==> src/rtl/alias_force_ctrl.sv <==
// Force/release controller for one net shared by NPORT aliased handles.
// Keeps per-bit override enable/value, resolves the net and counts request events.
module alias_force_ctrl #(
    parameter int unsigned WIDTH = 16,
    parameter int unsigned NPORT = 3,
    parameter int unsigned CNTW  = 8
) (
    input  logic                   clk,
    input  logic                   rst_n,
    input  logic [WIDTH-1:0]       drv_i,
    input  logic [NPORT-1:0]       force_req_i,
    input  logic [NPORT*WIDTH-1:0] force_val_i,
    input  logic [NPORT*WIDTH-1:0] force_mask_i,
    input  logic [NPORT-1:0]       release_req_i,
    input  logic [NPORT*WIDTH-1:0] release_mask_i,
    output logic [WIDTH-1:0]       net_o,
    output logic [WIDTH-1:0]       forced_o,
    output logic [1:0]             state_o,
    output logic [CNTW-1:0]        force_cnt_o,
    output logic [CNTW-1:0]        release_cnt_o
);

    typedef enum logic [1:0] {
        ST_RELEASED = 2'd0,
        ST_PARTIAL  = 2'd1,
        ST_FORCED   = 2'd2
    } state_e;

    logic [WIDTH-1:0] fen, fval;
    logic [WIDTH-1:0] fen_nxt, fval_nxt;
    logic [WIDTH-1:0] claimed;
    logic [WIDTH-1:0] sel;
    logic [CNTW-1:0]  force_cnt, release_cnt;
    state_e           state;

    // Releases clear first, then forces set: a bit both forced and released stays forced.
    // Handles are walked in ascending order and a bit is claimed once, giving lowest-index priority.
    always_comb begin
        fen_nxt  = fen;
        fval_nxt = fval;
        claimed  = '0;
        sel      = '0;
        for (int unsigned k = 0; k < NPORT; k++) begin
            if (release_req_i[k]) begin
                fen_nxt = fen_nxt & ~release_mask_i[k*WIDTH +: WIDTH];
            end
        end
        for (int unsigned k = 0; k < NPORT; k++) begin
            if (force_req_i[k]) begin
                sel      = force_mask_i[k*WIDTH +: WIDTH] & ~claimed;
                fval_nxt = (fval_nxt & ~sel) | (force_val_i[k*WIDTH +: WIDTH] & sel);
                claimed  = claimed | sel;
            end
        end
        fen_nxt = fen_nxt | claimed;
    end

    always_ff @(posedge clk or negedge rst_n) begin
        if (!rst_n) begin
            fen  <= '0;
            fval <= '0;
        end else begin
            fen  <= fen_nxt;
            fval <= fval_nxt;
        end
    end

    always_ff @(posedge clk or negedge rst_n) begin
        if (!rst_n) begin
            force_cnt   <= '0;
            release_cnt <= '0;
        end else begin
            if (|force_req_i && force_cnt != '1) begin
                force_cnt <= force_cnt + CNTW'(1);
            end
            if (|release_req_i && release_cnt != '1) begin
                release_cnt <= release_cnt + CNTW'(1);
            end
        end
    end

    always_comb begin
        if (fen == '0) begin
            state = ST_RELEASED;
        end else if (fen == '1) begin
            state = ST_FORCED;
        end else begin
            state = ST_PARTIAL;
        end
    end

    assign net_o         = (fen & fval) | (~fen & drv_i);
    assign forced_o      = fen;
    assign state_o       = state;
    assign force_cnt_o   = force_cnt;
    assign release_cnt_o = release_cnt;

endmodule

==> config.mk <==
export PLATFORM = sky130hd
export DESIGN_NAME = alias_force_ctrl
export DESIGN_NICKNAME = d
export VERILOG_FILES = /design/src/rtl/alias_force_ctrl.sv
export SDC_FILE = /design/constraint.sdc
export NUM_CORES = 1
export LEC_CHECK = 0
export ABC_AREA = 1
export BUFFER_PORTS_ARGS = -buffer_cell sky130_fd_sc_hd__buf_2
export CAP_MARGIN = 20
export CORE_MARGIN = 4
export CORE_UTILIZATION = 40
export DETAILED_ROUTE_END_ITERATION = 7
export GPL_TIMING_DRIVEN = 0
export PLACE_DENSITY = 0.81
export SKIP_LAST_GASP = 1
export SLEW_MARGIN = 20
export SYNTH_ARGS = -nofsm -noshare
export SYNTH_HDL_FRONTEND = slang
export SYNTH_SLANG_ARGS = --single-unit
==> constraint.sdc <==
create_clock -name clk -period 1.6 [get_ports clk]
set_input_delay 0 -clock clk [delete_from_list [all_inputs] [get_ports clk]]
set_output_delay 0 -clock clk [all_outputs]
set_load 0.01 [all_outputs]
Yosys cells after proc, flatten, opt, wreduce, memory -nomap -nowiden. Cells that the tools add are included.

Input port bits: 168. Output and inout port bits: 50. Register bits: 48.

Mux-type cells: 11. Bitwise gates (word level): 29. Reduce and logical (&&, ||, !) cells: 5. Equal/unequal tests: 3. $add $sub $neg: 2.

Operator list (number): bitwise AND 16 bit (13); 2-to-1 mux 16 bit (9); inverter 16 bit (9); OR 16 bit (7); adder 8 x 1 -> 8 bit, second input constant (2); == test 16 bit, second input constant (1); logical NOT 16 bit (1); inequality test 8 bit, second input constant (2); OR reduction 3 bit (2); 2-to-1 mux 2 bit (2); logical AND 1 bit (2).

Longest topological paths before layout. Gate-level depths: netlist of the first run.

Depth in word-level cells: 11. Depth in mapped cells: 8. Mapped depth without buffers: 8.

Worst setup path after synthesis of the first run. Ideal clock, no wire load.

Kind: reg-to-reg. Start: register force_cnt[1] (netlist: force_cnt_o[1]). End: register force_cnt[4] (netlist: force_cnt_o[4]). Arrival time: 1.152 ns. Stages on the path, launching flop included: 9. Period minus slack after synthesis: 1.269 ns. Slack: 0.331 ns. Setup time: 0.116 ns. Cells stage by stage: dfrtp_1 > ha_1 > inv_1 > nor2_4 > nand2_4 > nand2_4 > inv_4 > nand2_1 > nand2_1.

Longest elaborated chain between the ends: 2. Elaborated cells between the ends (all ways): 3.

Ends and longest elaborated chain: from (decl) (line 33) `logic [CNTW-1:0] force_cnt, release_cnt;`; from (signal assigned) (line 74) `force_cnt <= force_cnt + CNTW'(1);`; parallel branches: the longest is 2 deep, another holds adder 8 x 1 -> 8 bit.

Several ways; the timed one is not identified. A chain may end at the register's enable or synchronous reset.

Final worst setup path of the first run.
Start: register fen[3] (netlist: forced_o[3]). End: register fen[3] (netlist: forced_o[3]).

Longest elaborated chain between the ends: 7.

Ends and longest elaborated chain: from (decl) (line 29) `logic [WIDTH-1:0] fen, fval;`; from (signal assigned) (line 63) `fen <= fen_nxt;`; bitwise AND 16 bit (line 45) `fen_nxt = fen_nxt & ~release_mask_i[k*WIDTH +: WIDTH];`; 2-to-1 mux 16 bit (*) (line 44) `if (release_req_i[k]) begin`; bitwise AND 16 bit (line 45); 2-to-1 mux 16 bit (*) (line 44); bitwise AND 16 bit (line 45); 2-to-1 mux 16 bit (*) (line 44); OR 16 bit (*) (line 55) `fen_nxt = fen_nxt | claimed;`; named net fen_nxt[3] (line 30) `logic [WIDTH-1:0] fen_nxt, fval_nxt;`.

Mark *: on every way through the listed nets, which the timed path passes. The rest lies on a longest branch.

==> results.py, run 1 <==
metrics = {
    "floorplanning": {
        "floorplan.io_pins": 218,
        "coreArea_um2": 8380,
        "die_h_um": 102,
        "initial_utilization_pct": 41.9,
        "chipWidth_um": 102,
        "count_of_standard_cell_rows": 33,
        "fp.dieArea_um2": 10400,
    },
    "synth": {
        "synthesis.area_um2": 3520,
        "yosys_register_bits": 48,
        "yosysTopAreaCellShare_pct": 34.2,
        "yosys.area.top_type": "sky130_fd_sc_hd__dfrtp_1",
        "main_combinational_cell_family_by_area_after_synthesis": "simple AND/OR/NAND/NOR gates",
        "ys.warnings.count": 0,
        "synth-adder-area-share_pct": 0.712,
        "synthesis.nets": 712,
        "ys_seq_area_share_pct": 34.2,
        "synth.mux.area_fraction_pct": 0,
        "number_of_distinct_library_cell_variants_in_the_gate_level_netlist_after_synthesis": 27,
        "netlist_top_cells_count": "227 x sky130_fd_sc_hd__nand2_1, 60 x sky130_fd_sc_hd__nand3_1, 49 x sky130_fd_sc_hd__inv_1, 48 x sky130_fd_sc_hd__dfrtp_1, 32 x sky130_fd_sc_hd__nor2_1",
        "synth-edff-count": 0,
        "synth-async-reset-ratio_pct": 100,
        "ys_top_cells_by_area": "sky130_fd_sc_hd__dfrtp_1 34%, sky130_fd_sc_hd__nand2_1 24%, sky130_fd_sc_hd__nand3_1 8.5%",
        "ys_dominant_reg_cell": "sky130_fd_sc_hd__dfrtp_1",
        "synth_compound_area_share_pct": 7.19,
        "post_synth_xor_area_fraction_pct": 1.49,
        "basic_gate_share_of_the_synthesized_area_counting_and_or_nand_and_nor_cells_pct": 47.7,
        "synthMostInstantiatedCell": "sky130_fd_sc_hd__nand2_1",
        "syn-mean-instance-area_um2": 6.49,
        "cells_after_synthesis": 542,
    },
    "setup_path": {
        "ff2ff_setup_slack_ps": 120,
        "setup.worst_path.class": "register to register",
        "endpoint_kind": "register",
        "critical_path_peak_fanout": 4,
        "worst_path_max_delay_cell": "sky130_fd_sc_hd__dlygate4sd3_1",
        "regToRegEndpoint": "forced_o[3]",
        "worstReg2RegStart": "forced_o[3]",
        "critPathArrivalTime_ps": 1670,
        "required_time_at_the_worst_slack_endpoint_ps": 1790,
        "reg2reg_depth": 5,
        "crit_chain": "inv_1 -> a21oi_1 -> a31oi_1 -> nand2_1 -> dlygate4sd3_1",
        "type_of_origin_of_the_critical_path": "register",
        "max_stage_delay_ps": 550,
    },
    "power": {
        "ir_worst_vdd_mv": 0.610,
        "p_clk_share_pct": 19.6,
        "power_density_nw_per_um2": 838,
        "totalPowerFinal_mw": 4.46,
        "power.net_switching_mw": 1.71,
        "leakagePower_nw": 2.98,
        "p_seq_share_pct": 39.7,
        "pint_mw": 2.75,
        "power.combinational.fraction_pct": 40.7,
        "switching_fraction_of_total_power_pct": 38.4,
    },
    "global_route": {
        "globalRoute.totalOverflow": 0,
        "antenna_found_initial": 2,
        "grt_pass1_wl_um": 22000,
        "largest_net_degree_at_the_start_of_global_routing": 49,
        "grt_util_all_layers_pct": 27.5,
        "first_global_vias": 4613,
    },
    "sta": {
        "worst_hold_slack_ps": 14.2,
        "unrepaired_setup_endpoints_after_global_routing": "false",
        "final_critical_path_setup_slack_ps": 123,
        "timing_worst_slew_pin_value_ps": 641,
        "timing_max_transition_violations_final": 0,
        "timing.fmax_ghz": 0.677,
        "timing.setup.tns_ps": 0,
        "min_period_over_period_pct": 92.3,
        "relSlewSlack_pct": 57.3,
        "post_layout_min_period_ps": 1480,
        "clock-skew-final_ps": 1.48,
        "final_hold_viols": 0,
        "setup_viol": 0,
    },
    "clocking": {
        "h-tree-depth": 2,
        "worst_setup_hold_path_clk_slew_ps": 90,
        "post-cts-setup-buffer-count": 0,
        "clk_latency_ps": 290,
        "tritoncts_num_sinks": 48,
        "tritoncts": "done",
        "clockBufferDepth": 2,
        "cts_made_buffers": 5,
        "clock_tree.root_cell": "sky130_fd_sc_hd__clkbuf_8",
    },
    "detailed_routing": {
        "drt_pass1_iterations": 5,
        "detail-route-antenna-nets": 0,
        "drt_drc_violations_left": 0,
        "average_vias_per_placed_instance": 5.15,
        "route.final.wire_length_um": 14500,
        "wl_per_cell_um": 15.8,
        "initialDrtViolationCount": 186,
        "dr_total_vias": 4733,
    },
    "layout": {
        "proportion_of_layout_cells_with_a_drive_suffix_above_1_pct": 32.4,
        "area_growth_syn_to_layout_pct": 51.5,
        "utilization_pct": 63.5,
        "fin_nets": 981,
    },
    "job": {
        "timing.max_cap.violations": 0,
    },
    "run_status": {
        "status": "complete, no violations",
    },
    "place": {
        "gp_routability_congestion": 0.997,
        "place_ws_ps": 242,
        "numPortBuffers": 212,
        "post-dp-hpwl_um": 11100,
    },
    "hold_path": {
        "hold_removal_path_class": "input port to register",
        "holdPathStages": 4,
        "hold_path_end": "forced_o[1]",
        "worst_hold_startpoint": "release_mask_i[17]",
    },
}
==> worst max-delay path by stage <==
| stage | slack (ps) | startpoint | endpoint |
|---|---|---|---|
| after floorplan | 330 | force_cnt_o[1] | force_cnt_o[4] |
| after global placement | 280 | force_cnt_o[0] | force_cnt_o[6] |
| after CTS | 140 | forced_o[3] | forced_o[3] |
| final | 120 | forced_o[3] | forced_o[3] |
| after global routing | 50 | forced_o[11] | forced_o[11] |
| after detailed placement | 240 | force_cnt_o[0] | force_cnt_o[7] |
==> cell families after synthesis <==
group,after synthesis
compound gates,43
flops,48
simple gates,377
buf+inv,66
fa+ha+maj,2
xor+xnor,6
==> timing repair <==
item / in CTS / in global routing
gates resized for setup: 0 / 1
setup endpoints to repair: 0 / 1
hold buffers: 50 / 0
endpoints found under the hold margin: 80 / 0
==> flip-flops by register name (all words and copies together) (netlist names) <==
signal and count:
fval 16, forced_o 16, force_cnt_o 8, release_cnt_o 8
==> layer usage <==
metal,part of all wire [%],track usage (%),up-vias,routed length (um)
met4,4.9,13.6,0,707
met2,48,48.1,269,7010
met1,38,32.4,2116,5480
met5,0,0,-,0
met3,9.1,4.82,60,1330
li1,-,-,2288,-
==> cells in the final DEF, fill, tap and decap left out, drive strengths merged <==
cell and n:
nor2 36, a31oi 4, xor2 3, nand3b 6
dlygate4sd3 50, nand4 19, nand3 60, dfrtp 48
clkinv 1, bufinv 1, clkbuf 6, xnor2 3
or2 11, buf 227, o211ai 11, diode 2
nor3 4, a21oi 21, o21ai 7, inv 51
nand2 241, ha 2
==> power groups by stage <==
| stage | clock network, mW | registers [mW] | logic, mW |
|---|---|---|---|
| after CTS | 0.901 | 1.77 | 1.81 |
| after detailed placement | 0 | 1.79 | 1.70 |
| after global routing | 0.940 | 1.82 | 2.03 |
| final | 0.873 | 1.77 | 1.82 |
| after floorplan | 0 | 1.83 | 0.893 |
| after global placement | 0 | 1.78 | 1.64 |
==> area by class of cell <==
type                            count  area (um2)
Tap cell                          105         131
Inverter                           51         196
Buffer                             15         110
Clock inverter                      2        35.0
Fill cell                         764        3060
Antenna cell                        2        5.00
Clock buffer                        6        72.6
Sequential cell                    48        1200
Timing Repair Buffer              262        1560
Multi-Input combinational cell    428        2010
==> worst max-delay path, delay by kind of cell, from the launching register on <==
family	cells	cell delay, ps
AND/OR/NAND/NOR	1	60
AO/OA/AOI/OAI	2	190
flip-flops	1	430
buffers and inverters	2	690
==> metrics by stage <==
stage                     instances  area (um2)
after floorplan                 542        3520
after global placement          859        4710
after detailed placement        859        4710
after CTS                       917        5320
after global routing            919        5330
final                           919        5330
No activity file was read; power rests on OpenSTA's default activity.
==> inputs of run 2 (changes only) <==
- SETUP_SLACK_MARGIN: not set -> 0.2
==> run 2 against run 1 <==
Against the previous run:
- the run now ends with hold timing left
- first-iteration DRC count grew 10%
- routed wire length grew 4.3%
- via count grew 2.6%
- combinational power grew 4%
- die area is the same
- utilization grew 1.4 points
- non-clock buffer count grew 11
- sequential power is essentially flat
- setup slack gained 110 ps
==> results.py, run 2 (synthesized netlist as in run 1, its figures left out) <==
metrics = {
    "setup_path": {
        "cpMostUsedCell": "sky130_fd_sc_hd__nand3_1",
        "worstReg2RegStart": "forced_o[8]",
        "regToRegEndpoint": "forced_o[8]",
        "ff2ff_setup_slack_ps": 230,
        "endpoint_kind": "register",
        "reg2reg_depth": 5,
        "worst_path_max_delay_cell": "sky130_fd_sc_hd__dlygate4sd3_1",
        "max_stage_delay_ps": 560,
        "setup.worst_path.end": "forced_o[8]",
        "critPathArrivalTime_ps": 1560,
        "setup.worst_path.class": "register to register",
        "timing.critical_path.from": "forced_o[8]",
        "type_of_origin_of_the_critical_path": "register",
        "critical_path_peak_fanout": 5,
        "required_time_at_the_worst_slack_endpoint_ps": 1790,
        "crit_chain": "inv_2 -> a21oi_1 -> nand3_1 -> nand3_1 -> dlygate4sd3_1",
    },
    "clocking": {
        "clock_tree.root_cell": "sky130_fd_sc_hd__clkbuf_8",
        "tritoncts_num_sinks": 48,
        "cts_made_buffers": 5,
        "tritoncts": "done",
        "worst_setup_hold_path_clk_slew_ps": 100,
        "h-tree-depth": 2,
        "clk_latency_ps": 290,
        "clockBufferDepth": 2,
    },
    "run_status": {
        "failing_checks": "hold timing",
        "status": "complete, but fails checks",
    },
    "global_route": {
        "grt_pass1_wl_um": 22300,
        "globalRoute.totalOverflow": 0,
        "grt_util_all_layers_pct": 28.0,
        "largest_net_degree_at_the_start_of_global_routing": 49,
        "first_global_vias": 4683,
        "antenna_found_initial": 2,
    },
    "detailed_routing": {
        "drt_drc_violations_left": 0,
        "dr_total_vias": 4856,
        "initialDrtViolationCount": 205,
        "route.final.wire_length_um": 15100,
        "wl_per_cell_um": 16.3,
        "drt_pass1_iterations": 5,
        "detail-route-antenna-nets": 0,
        "average_vias_per_placed_instance": 5.22,
    },
    "job": {
        "timing.max_cap.violations": 0,
    },
    "sta": {
        "unrepaired_setup_endpoints_after_global_routing": "true",
        "setup_viol": 0,
        "post_layout_min_period_ps": 1370,
        "timing_worst_slew_pin_value_ps": 638,
        "timing.setup.tns_ps": 0,
        "timing_max_transition_violations_final": 0,
        "worst_hold_slack_ps": -4.31,
        "final_hold_viols": 1,
        "final_critical_path_setup_slack_ps": 231,
        "timing.fmax_ghz": 0.730,
        "clock-skew-final_ps": 1.50,
        "min_period_over_period_pct": 85.6,
        "relSlewSlack_pct": 57.4,
    },
    "place": {
        "gp_routability_congestion": 0.997,
        "numPortBuffers": 212,
        "place_ws_ps": 242,
        "post-dp-hpwl_um": 11100,
    },
    "floorplanning": {
        "coreArea_um2": 8380,
        "die_h_um": 102,
        "fp.dieArea_um2": 10400,
        "initial_utilization_pct": 41.9,
        "floorplan.io_pins": 218,
        "chipWidth_um": 102,
        "count_of_standard_cell_rows": 33,
    },
    "layout": {
        "layout_commonest_cell": "sky130_fd_sc_hd__nand2_1",
        "fin_nets": 992,
        "area_growth_syn_to_layout_pct": 54.8,
        "mostFrequentLayoutCells": "227 x sky130_fd_sc_hd__nand2_1, 219 x sky130_fd_sc_hd__buf_2, 60 x sky130_fd_sc_hd__nand3_1, 52 x sky130_fd_sc_hd__dlygate4sd3_1, 44 x sky130_fd_sc_hd__inv_1",
        "filler_cell_count": 742,
        "proportion_of_layout_cells_with_a_drive_suffix_above_1_pct": 34.5,
    },
    "power": {
        "ir_worst_vdd_mv": 0.628,
        "power_density_nw_per_um2": 838,
        "totalPowerFinal_mw": 4.56,
        "leakagePower_nw": 3.03,
    },
    "hold_path": {
        "hold_removal_path_class": "input port to register",
    },
}
## run 2: power by group
group	switching [mW]	internal [mW]
logic	1.04	0.863
registers	0.311	1.47
clock network	0.413	0.465
## run 2: worst min-delay path by stage
stage	from	to	slack (ps)	depth (start not counted)
finish	force_mask_i[30]	forced_o[14]	-4	3
CTS	release_mask_i[32]	forced_o[0]	0.08	4
detailed placement	force_mask_i[46]	forced_o[14]	250	3
global route	force_mask_i[30]	forced_o[14]	20	3
floorplan	rst_n	force_cnt_o[0]	-300	0
global placement	force_val_i[46]	fval[14]	240	3
## run 2: worst max-delay path: cells and delay by family, from the launching register on
family	cells	cell delay, ps
buffers and inverters	2	620
AOI/OAI and AO/OA	1	30
and+or+nand+nor	2	150
DFF	1	450
## run 2: per-layer routing
layer  part of all wire [%]  global-route usage [%]  vias up
met3                    8.9                    5.17       65
li1                       -                       -     2313
met5                      0                       0        -
met1                     38                    32.3     2187
met4                    5.0                    14.9        0
met2                     48                    48.9      291
## run 2: cell type report
class	instances	area (um2)	area share (%)
clock buffer	6	72.6	1.33
inverter	51	196	3.61
timing repair buffer	273	1660	30.5
clock inverter	2	35.0	0.644
tap	105	131	2.41
multi-input combinational	428	2020	37.2
sequential	48	1210	22.2
buffer	15	110	2.02
antenna	2	5.00	0.0920
## run 2: stage by stage
stage	area [um2]	hold slack, ps	utilization (%)	instances
floorplan	3520	-296	-	542
global placement	4710	242	56.2	859
detailed placement	4710	250	56.2	859
CTS	5350	0.0802	63.8	920
global route	5440	15.2	64.9	930
finish	5440	-4.31	64.9	930
## run 2: what timing repair did
item / in CTS / in global routing
setup endpoints to repair: 0 / 17
resized for setup: 0 / 15
hold buffers: 53 / 0
hold endpoints to repair: 80 / 0
buffers inserted: 0 / 9
==> inputs of run 3 (changes only) <==
- CORE_UTILIZATION: 40 -> 47
- PLACE_DENSITY: 0.81 -> 0.92
- clock period: 1.6 -> 1.58 ns (I/O delays scaled with it)
==> run 3 against run 2 <==
Against the previous run:
- the run now ends clean
- global-route usage increased by 4.4 points
- final cell count decreased by 1.4%
- sequential power about the same
- clock power decreased by 2%
- die area decreased by 14%
- utilization increased by 9.3 points
==> results.py, run 3 (synthesized netlist as in run 1, its figures left out) <==
metrics = {
    "global_route": {
        "largest_net_degree_at_the_start_of_global_routing": 49,
        "antenna_found_initial": 0,
        "globalRoute.totalOverflow": 0,
        "first_global_vias": 4772,
        "grt_pass1_wl_um": 22300,
        "grt_util_all_layers_pct": 32.4,
    },
    "run_status": {
        "status": "complete, no violations",
    },
    "floorplanning": {
        "die_h_um": 94.5,
        "floorplan.io_pins": 218,
        "initial_utilization_pct": 48.5,
        "fp.dieArea_um2": 8930,
        "coreArea_um2": 7250,
        "count_of_standard_cell_rows": 31,
        "chipWidth_um": 94.5,
    },
    "setup_path": {
        "required_time_at_the_worst_slack_endpoint_ps": 1580,
        "critical_path_peak_fanout": 5,
        "regToRegEndpoint": "release_cnt_o[0]",
        "type_of_origin_of_the_critical_path": "register",
        "worstReg2RegStart": "release_cnt_o[1]",
        "setup.worst_path.class": "register to output pin",
        "reg2reg_depth": 8,
        "critPathArrivalTime_ps": 1340,
        "ff2ff_setup_slack_ps": 260,
        "endpoint_kind": "output pin",
    },
    "clocking": {
        "h-tree-depth": 2,
        "tritoncts_num_sinks": 48,
        "clk_latency_ps": 300,
        "clock_tree.root_cell": "sky130_fd_sc_hd__clkbuf_8",
        "worst_setup_hold_path_clk_slew_ps": 90,
        "cts_made_buffers": 5,
        "tritoncts": "done",
        "clockBufferDepth": 2,
    },
    "detailed_routing": {
        "wl_per_cell_um": 16.3,
        "dr_total_vias": 4948,
        "detail-route-antenna-nets": 0,
        "initialDrtViolationCount": 303,
        "drt_drc_violations_left": 0,
        "drt_pass1_iterations": 6,
        "average_vias_per_placed_instance": 5.40,
        "route.final.wire_length_um": 14900,
    },
    "sta": {
        "relSlewSlack_pct": 58.1,
        "timing.fmax_ghz": 0.746,
        "post_layout_min_period_ps": 1340,
        "final_hold_viols": 0,
        "min_period_over_period_pct": 84.9,
        "setup_viol": 0,
        "unrepaired_setup_endpoints_after_global_routing": "true",
        "timing_worst_slew_pin_value_ps": 628,
        "timing.setup.tns_ps": 0,
        "timing_max_transition_violations_final": 0,
        "clock-skew-final_ps": 4.35,
    },
    "place": {
        "gp_routability_congestion": 0.874,
        "numPortBuffers": 212,
        "placed_cells": 853,
        "post-dp-hpwl_um": 10500,
    },
    "hold_path": {
        "hold_removal_path_class": "input port to register",
        "holdPathStages": 4,
        "hold_path_end": "forced_o[7]",
        "worst_hold_startpoint": "release_mask_i[7]",
    },
    "power": {
        "power_density_nw_per_um2": 857,
        "leakagePower_nw": 3.02,
        "ir_worst_vdd_mv": 0.501,
    },
    "layout": {
        "fin_nets": 989,
        "antenna_cells": 0,
        "filler_cell_count": 552,
        "layout_commonest_cell": "sky130_fd_sc_hd__nand2_1",
        "mostFrequentLayoutCells": "227 x sky130_fd_sc_hd__nand2_1, 219 x sky130_fd_sc_hd__buf_2, 59 x sky130_fd_sc_hd__nand3_1, 49 x sky130_fd_sc_hd__dlygate4sd3_1, 44 x sky130_fd_sc_hd__inv_1",
        "proportion_of_layout_cells_with_a_drive_suffix_above_1_pct": 34.7,
        "area_growth_syn_to_layout_pct": 53.1,
        "fin_cells": 917,
    },
    "job": {
        "timing.max_cap.violations": 0,
    },
}
## run 3: timing repair
| action | CTS | global route |
|---|---|---|
| hold buffers | 49 | 0 |
| cloned | 0 | 0 |
| pin swaps | 0 | 3 |
| gates resized for setup | 2 | 13 |
| endpoints found under the setup margin | 1 | 14 |
| endpoints found under the hold margin | 79 | 0 |
| buffers inserted | 1 | 8 |
## run 3: power breakdown
| part | total, mW | internal (mW) | switching [mW] |
|---|---|---|---|
| clock network | 0.860 | 0.455 | 0.405 |
| registers | 1.79 | 1.49 | 0.298 |
| logic | 1.96 | 0.879 | 1.08 |
## run 3: per-layer routing
metal	vias to the layer above	wire, um	GRT usage [%]
met1	2186	5140	34.5
met3	86	1610	8.84
met5	-	0	0
met2	382	7410	57.3
met4	0	745	18.8
li1	2294	-	-
## run 3: area by class of cell
| cell class | instances | area [um2] | share of cell area (%) |
|---|---|---|---|
| Timing Repair Buffer | 270 | 1630 | 30.2 |
| Buffer | 15 | 110 | 2.05 |
| Tap cell | 99 | 124 | 2.30 |
| Clock buffer | 5 | 68.8 | 1.28 |
| Sequential cell | 48 | 1210 | 22.4 |
| Clock inverter | 1 | 30.0 | 0.558 |
| Inverter | 51 | 196 | 3.65 |
| Multi-Input combinational cell | 428 | 2020 | 37.5 |
## run 3: per-stage QoR
step / area (um2) / util, % / power, mW / hold WS, ps / worst slack [ps]
floorplan: 3520 / - / 2.75 / -296 / 311
global placement: 4700 / 64.8 / 3.46 / 243 / 285
detailed placement: 4700 / 64.8 / 3.54 / 242 / 219
CTS: 5300 / 73.1 / 4.49 / 1.86 / 204
global route: 5380 / 74.2 / 4.89 / 13.4 / 168
finish: 5380 / 74.2 / 4.61 / 7.73 / 239
## run 3: worst max-delay path by stage
| stage | cells past startpoint | start | to |
|---|---|---|---|
| after detailed placement | 8 | release_cnt_o[1] | release_cnt_o[6] |
| after floorplan | 8 | force_cnt_o[1] | force_cnt_o[4] |
| after CTS | 8 | release_cnt_o[1] | release_cnt_o[6] |
| after global routing | 7 | forced_o[9] | state_o[0] |
| final | 7 | forced_o[9] | state_o[0] |
| after global placement | 8 | force_cnt_o[0] | force_cnt_o[7] |
## run 3: worst max-delay path, cell delays in order (launching register included)
cell,delay (ps)
sky130_fd_sc_hd__dfrtp_2,460
sky130_fd_sc_hd__nor2_2,120
sky130_fd_sc_hd__nand3_2,90
sky130_fd_sc_hd__nor2_2,100
sky130_fd_sc_hd__nand2_1,60
sky130_fd_sc_hd__nand2_1,50
sky130_fd_sc_hd__inv_1,40
sky130_fd_sc_hd__buf_6,110
